==> src/rtl/tage_folded_history.sv <==
// Folded (XOR-compressed) copy of the newest HL global-history bits, with a
// registered tagged-table index and a chunked rebuild path after history repair.
module tage_folded_history #(
  parameter int unsigned GHL = 8,
  parameter int unsigned HL  = 8,
  parameter int unsigned FL  = 4,
  parameter int unsigned PCW = 8
) (
  input  logic           Clk,
  input  logic           Rst,
  input  logic [GHL-1:0] ghr_in,
  input  logic           update,
  input  logic           branchValue,
  input  logic           resync,
  input  logic [PCW-1:0] pc,
  input  logic           pc_valid,
  output logic [FL-1:0]  fold,
  output logic           fold_valid,
  output logic [FL-1:0]  index,
  output logic           index_valid
);

  localparam int unsigned NCH = (HL + FL - 1) / FL;
  localparam int unsigned CW  = (NCH > 1) ? $clog2(NCH) : 1;
  localparam int unsigned INS = HL % FL;

  localparam logic [0:0] TRACK  = 1'b0;
  localparam logic [0:0] RESYNC = 1'b1;

  logic [0:0]       state_q, state_d;
  logic [CW-1:0]    j_q, j_d;
  logic [FL-1:0]    acc_q, acc_d;
  logic [FL-1:0]    fold_q, fold_d;
  logic [FL-1:0]    index_q, index_d;
  logic             fv_q, fv_d;
  logic             iv_q, iv_d;

  logic [NCH*FL-1:0] hpad;
  logic [FL-1:0]     chunk;
  logic [FL-1:0]     fold_shift;
  logic              last_chunk;

  // Newest-first history window, zero-padded so every chunk is FL bits wide.
  always_comb begin
    hpad = '0;
    for (int unsigned i = 0; i < HL; i++) hpad[i] = ghr_in[GHL-1-i];
    chunk = '0;
    for (int unsigned c = 0; c < NCH; c++) begin
      if (j_q == CW'(c)) chunk = hpad[c*FL +: FL];
    end
  end

  assign last_chunk = (j_q == CW'(NCH - 1));

  // Rotate, retire the outgoing bit at its folded position, insert the new bit.
  always_comb begin
    fold_shift      = {fold_q[FL-2:0], fold_q[FL-1]};
    fold_shift[INS] = fold_shift[INS] ^ ghr_in[GHL-HL];
    fold_shift[0]   = fold_shift[0] ^ branchValue;
  end

  always_comb begin
    state_d = state_q;
    j_d     = j_q;
    acc_d   = acc_q;
    fold_d  = fold_q;
    fv_d    = fv_q;
    index_d = index_q;
    iv_d    = 1'b0;

    if (pc_valid && fv_q) begin
      index_d = fold_q ^ pc[FL-1:0] ^ pc[2*FL-1:FL];
      iv_d    = 1'b1;
    end

    if (resync) begin
      state_d = RESYNC;
      acc_d   = '0;
      j_d     = '0;
      fv_d    = 1'b0;
    end else begin
      case (state_q)
        TRACK: begin
          if (update) fold_d = fold_shift;
        end
        RESYNC: begin
          if (update) begin
            // GHR moved under the rebuild: start over on the new contents.
            acc_d = '0;
            j_d   = '0;
          end else if (last_chunk) begin
            fold_d  = acc_q ^ chunk;
            fv_d    = 1'b1;
            state_d = TRACK;
            acc_d   = '0;
            j_d     = '0;
          end else begin
            acc_d = acc_q ^ chunk;
            j_d   = j_q + CW'(1);
          end
        end
        default: state_d = TRACK;
      endcase
    end
  end

  always_ff @(negedge Clk) begin
    if (Rst) begin
      state_q <= TRACK;
      j_q     <= '0;
      acc_q   <= '0;
      fold_q  <= '0;
      fv_q    <= 1'b1;
      index_q <= '0;
      iv_q    <= 1'b0;
    end else begin
      state_q <= state_d;
      j_q     <= j_d;
      acc_q   <= acc_d;
      fold_q  <= fold_d;
      fv_q    <= fv_d;
      index_q <= index_d;
      iv_q    <= iv_d;
    end
  end

  assign fold        = fold_q;
  assign fold_valid  = fv_q;
  assign index       = index_q;
  assign index_valid = iv_q;

endmodule
==> config.mk <==
export PLATFORM = sky130hd
export DESIGN_NAME = tage_folded_history
export DESIGN_NICKNAME = d
export VERILOG_FILES = /design/src/rtl/tage_folded_history.sv
export SDC_FILE = /design/constraint.sdc
export NUM_CORES = 1
export LEC_CHECK = 0
export ABC_AREA = 1
export CAP_MARGIN = 5
export CELL_PAD_IN_SITES_DETAIL_PLACEMENT = 0
export CELL_PAD_IN_SITES_GLOBAL_PLACEMENT = 1
export CORE_ASPECT_RATIO = 0.9
export CORE_MARGIN = 5
export CORE_UTILIZATION = 27
export DETAILED_ROUTE_END_ITERATION = 8
export PLACE_DENSITY = 0.78
export SYNTH_ARGS = -nofsm -noshare
export SYNTH_HDL_FRONTEND = slang
export SYNTH_SLANG_ARGS = --single-unit
==> constraint.sdc <==
create_clock -name Clk -period 1.1 [get_ports Clk]
set_input_delay 0.22 -clock Clk [delete_from_list [all_inputs] [get_ports Clk]]
set_output_delay 0.22 -clock Clk [all_outputs]
set_load 0.05 [all_outputs]
# --- After elaboration in Yosys (flattened, before gate mapping) ---
# Index checks and enable logic that the tools add are counted.
totals:
  ff_bits: 16
  in_bits: 22
  out_inout_bits: 10
  wordCells: 43
classes:
  n_addsub: 1
  eq_ne: 4
  muxes: 18
  bitwise_logic: 7
  n_reduce_logical: 6
ops:
  columns: ["op", "count"]
  rows:
  - ["two-way mux 4 bit", 6]
  - ["XOR 4 bit", 3]
  - ["two-way mux 1 bit", 11]
  - ["case mux 4 bit (2 select lines)", 1]
  - ["inequality test 2 x 1 -> 1 bit (second input constant)", 2]
  - ["inequality test 2 bit (second input constant)", 2]
  - ["AND reduction 4 bit", 1]
  - ["nonzero test 2 bit", 2]
  - ["AND reduction 3 bit", 1]
  - ["inverter 1 bit", 2]
  - ["OR reduction 2 bit", 1]
  - ["XOR 1 bit", 2]
  - ["adder 1 bit (second input constant)", 1]
  - ["logical AND 1 bit", 1]

# --- Longest topological paths before layout ---
logic_depth:
  word_depth: 5
  depth_mapped: 7
  ltp_nobuf: 7

==> results.sh <==
export IMPL_grt_pass1_vias=1085
export IMPL_power_share_clock_pct=33.9
export IMPL_synth_compound_area_share_pct=14.7
export IMPL_layout_cells_most_common_list="32 x inv_1, 25 x nand2_1, 13 x buf_12"
export IMPL_cpMaxStageDelayCell="dfxtp_2"
export IMPL_p_leak_uw=0.000858
export IMPL_postRouteAntennaNets=0
export IMPL_die_w_microns=70.6
export IMPL_hold_violations=0
export IMPL_slew_headroom_pct=84.0
export IMPL_min_path_type="reg -> reg"
export IMPL_cts_max_path_buffers=2
export IMPL_antenna_cells=0
export IMPL_ff2ff_path_depth=7
export IMPL_ir_worst_vdd_mv=0.566
export IMPL_drt_iter0_drc=20
export IMPL_switching_share_pct=36.2
export IMPL_path_cells="buf_12"
export IMPL_cts_tree="done"
export IMPL_violations="setup timing"
export IMPL_routed_wl_mm=2.62
export IMPL_critPathBufInv=1
export IMPL_power_frac_comb_pct=33.3
export IMPL_cp_top_family="flip-flops"
export IMPL_grt_pass1_wl_mm=4.42
export IMPL_drc=0
export IMPL_initial_core_util_pct=28.6
export IMPL_cts_buffers_inserted=3
export IMPL_ys_types=20
export IMPL_crit_end="fold[1]"
export IMPL_layout_drive_gt1_share_pct=54.8
export IMPL_drv_slew=0
export IMPL_antenna_found_initial=0
export IMPL_startpoint_type="flop"
export IMPL_layout_nets=209
export IMPL_dieArea_sq_mm=0.00456
export IMPL_clk_insertion_delay_late_ns=0.33
export IMPL_drtPass1Iterations=4
export IMPL_startpoint="fold[1]$_SDFFE_NP0P_"
export IMPL_path_class="reg -> out"
export IMPL_cp_required_ns=0.88
export IMPL_synth_top_family_by_area="simple AND/OR/NAND/NOR gates"
export IMPL_vias_per_cell=4.35
export IMPL_ys_ff_latch=16
export IMPL_clkTransAtPathRegs_ns=0.04
export IMPL_yosysWarningCount=0
export IMPL_muxShareOfSynthArea_pct=0
export IMPL_finalSetupViolCount=18
export IMPL_clock_skew_ns=0.00977
export IMPL_power_switching_uw=727
export IMPL_syn_inst=125
export IMPL_synth_simple_gate_area_share_pct=25.2
export IMPL_r2r_start="j_q$_SDFFE_NP0P_"
export IMPL_worst_path_stages=1
export IMPL_p_per_area_mw_per_mm2=1100
export IMPL_synthesis_area_sq_um=892
export IMPL_track_usage_pct=11.9
export IMPL_vias=992
export IMPL_dp_slack_ns=-0.956
export IMPL_cts_max_level=1
export IMPL_cts_sinks=16
export IMPL_cts_root_buf="clkbuf_8"
export IMPL_cp_max_fo=2
export IMPL_arrival_ns=1.37
export IMPL_syn_num_nets=147
export IMPL_fp_row_count=19
export IMPL_synthAdderAreaFrac_pct=0
export IMPL_io_pins=32
export IMPL_setup_tns_ns=-5.05
export IMPL_p_seq_share_pct=32.8
export IMPL_r2r_slack_ns=-0.05
export IMPL_yosysSeqAreaShare_pct=35.9
export IMPL_place_congestion=0.749
export IMPL_end_kind="primary output"
export IMPL_avgRoutedWirePerCell_microns=11.5
export IMPL_synth_xor_area_share_pct=12.5
export IMPL_worst_hold_slack_ns=0.497
export IMPL_final_common_cell="inv_1"
export IMPL_final_setup_worst_slack_ns=-0.486
export IMPL_area_growth_syn_to_layout_pct=106
export IMPL_numPortBuffers=31
export IMPL_grt_overflow_total=0
export IMPL_timing_rr_end="fold[3]$_SDFFE_NP0P_"
export IMPL_coreArea_sq_mm=0.00311
export IMPL_cap_viol_max_count=0
export IMPL_grt_max_degree=11
export IMPL_max_stage_delay_ns=0.35
export IMPL_worst_slew_pin_slew_ns=0.239
export IMPL_syn_area_per_cell_sq_um=7.14
export IMPL_internal_power_uw=1280
export IMPL_die_h_microns=64.5
export IMPL_hpwl_mm=1.84
export IMPL_rsz0062_at_grt="yes"
export IMPL_status="finished, violations left"
export IMPL_power_uw=2010
state kept, by name, summed over array words and instances, names as in the netlist:
signal and flops:
j_q 1, state_q 1, fold_valid 1, index 4, index_valid 1, fold 4
acc_q 4
layer usage:
metal	part of all wire, %	global-route usage [%]	up-vias
met5	0	0	-
met4	2.6	8.45	0
met3	6.5	4.95	7
met2	52	20.4	29
met1	39	11.8	447
li1	-	-	509
how the worst min path moves through the flow:
stage                                startpoint               endpoint  slack (ns)  depth (start not counted)
after CTS                 acc_q[3]$_SDFFE_NP0P_  acc_q[3]$_SDFFE_NP0P_        0.48                          2
after global placement    acc_q[3]$_SDFFE_NP0P_  acc_q[3]$_SDFFE_NP0P_        0.46                          2
after global routing      acc_q[2]$_SDFFE_NP0P_  acc_q[2]$_SDFFE_NP0P_        0.53                          2
final                     acc_q[2]$_SDFFE_NP0P_  acc_q[2]$_SDFFE_NP0P_        0.50                          2
after detailed placement  acc_q[3]$_SDFFE_NP0P_  acc_q[3]$_SDFFE_NP0P_        0.47                          2
after floorplan           acc_q[3]$_SDFFE_NP0P_  acc_q[3]$_SDFFE_NP0P_        0.45                          2
power by group through the flow:
stage                     registers (uW)  clock network (uW)  logic, uW
final                                659                 682        669
after global routing                 662                 834        711
after CTS                            660                 706        643
after detailed placement             665                94.0        609
after global placement               664                94.0        602
after floorplan                      764                94.0        206
layout make-up:
type                            instances  area [sq um]
Timing Repair Buffer                   43           527
Clock buffer                            3          41.3
Tap cell                               42          52.6
Sequential cell                        16           360
Fill cell                             283          1280
Inverter                               21           105
Clock inverter                         17          65.1
Multi-Input combinational cell         86           683
cell usage after synthesis:
cell type / instances / area (sq um)
nor2_1: 3 / 11.3
a21oi_2: 3 / 26.3
xor2_1: 2 / 17.5
buf_4: 1 / 7.51
inv_4: 1 / 6.26
xnor2_1: 7 / 61.3
inv_2: 2 / 7.51
nand2_1: 35 / 131
o21ai_0: 4 / 20.0
a21oi_1: 13 / 65.1
buf_6: 1 / 11.3
inv_1: 19 / 71.3
xor2_2: 2 / 32.5
nor2_2: 2 / 12.5
dfxtp_1: 16 / 320
nand3_2: 1 / 10.0
o21ai_1: 4 / 20.0
nand2_2: 3 / 18.8
nand3_1: 5 / 25.0
nor3_4: 1 / 16.3
through the flow:
stage	area [sq um]	utilization (%)	cells
2_1_floorplan	1020	-	125
3_3_place_gp	1560	50.2	206
3_5_place_dp	1560	50.2	206
4_1_cts	1750	56.3	227
5_1_grt	1830	58.9	228
6_report	1830	58.9	228
what timing repair did:
action / 4_1_cts / 5_1_grt
hold buffers: 0 / 0
gates cloned: 2 / 0
setup buffers: 0 / 1
setup endpoints to repair: 26 / 23
pin swaps: 35 / 27
resized for setup: 102 / 22
logic make-up (layout without fill, tap and decap cells):
| kind of cell | Yosys count | after routing |
|---|---|---|
| DFF | 16 | 16 |
| buffers and inverters | 24 | 84 |
| AOI/OAI and AO/OA | 24 | 24 |
| and+or+nand+nor | 50 | 51 |
| xor gates and xnor gates | 11 | 11 |
(Power assumes the default switching activity.)
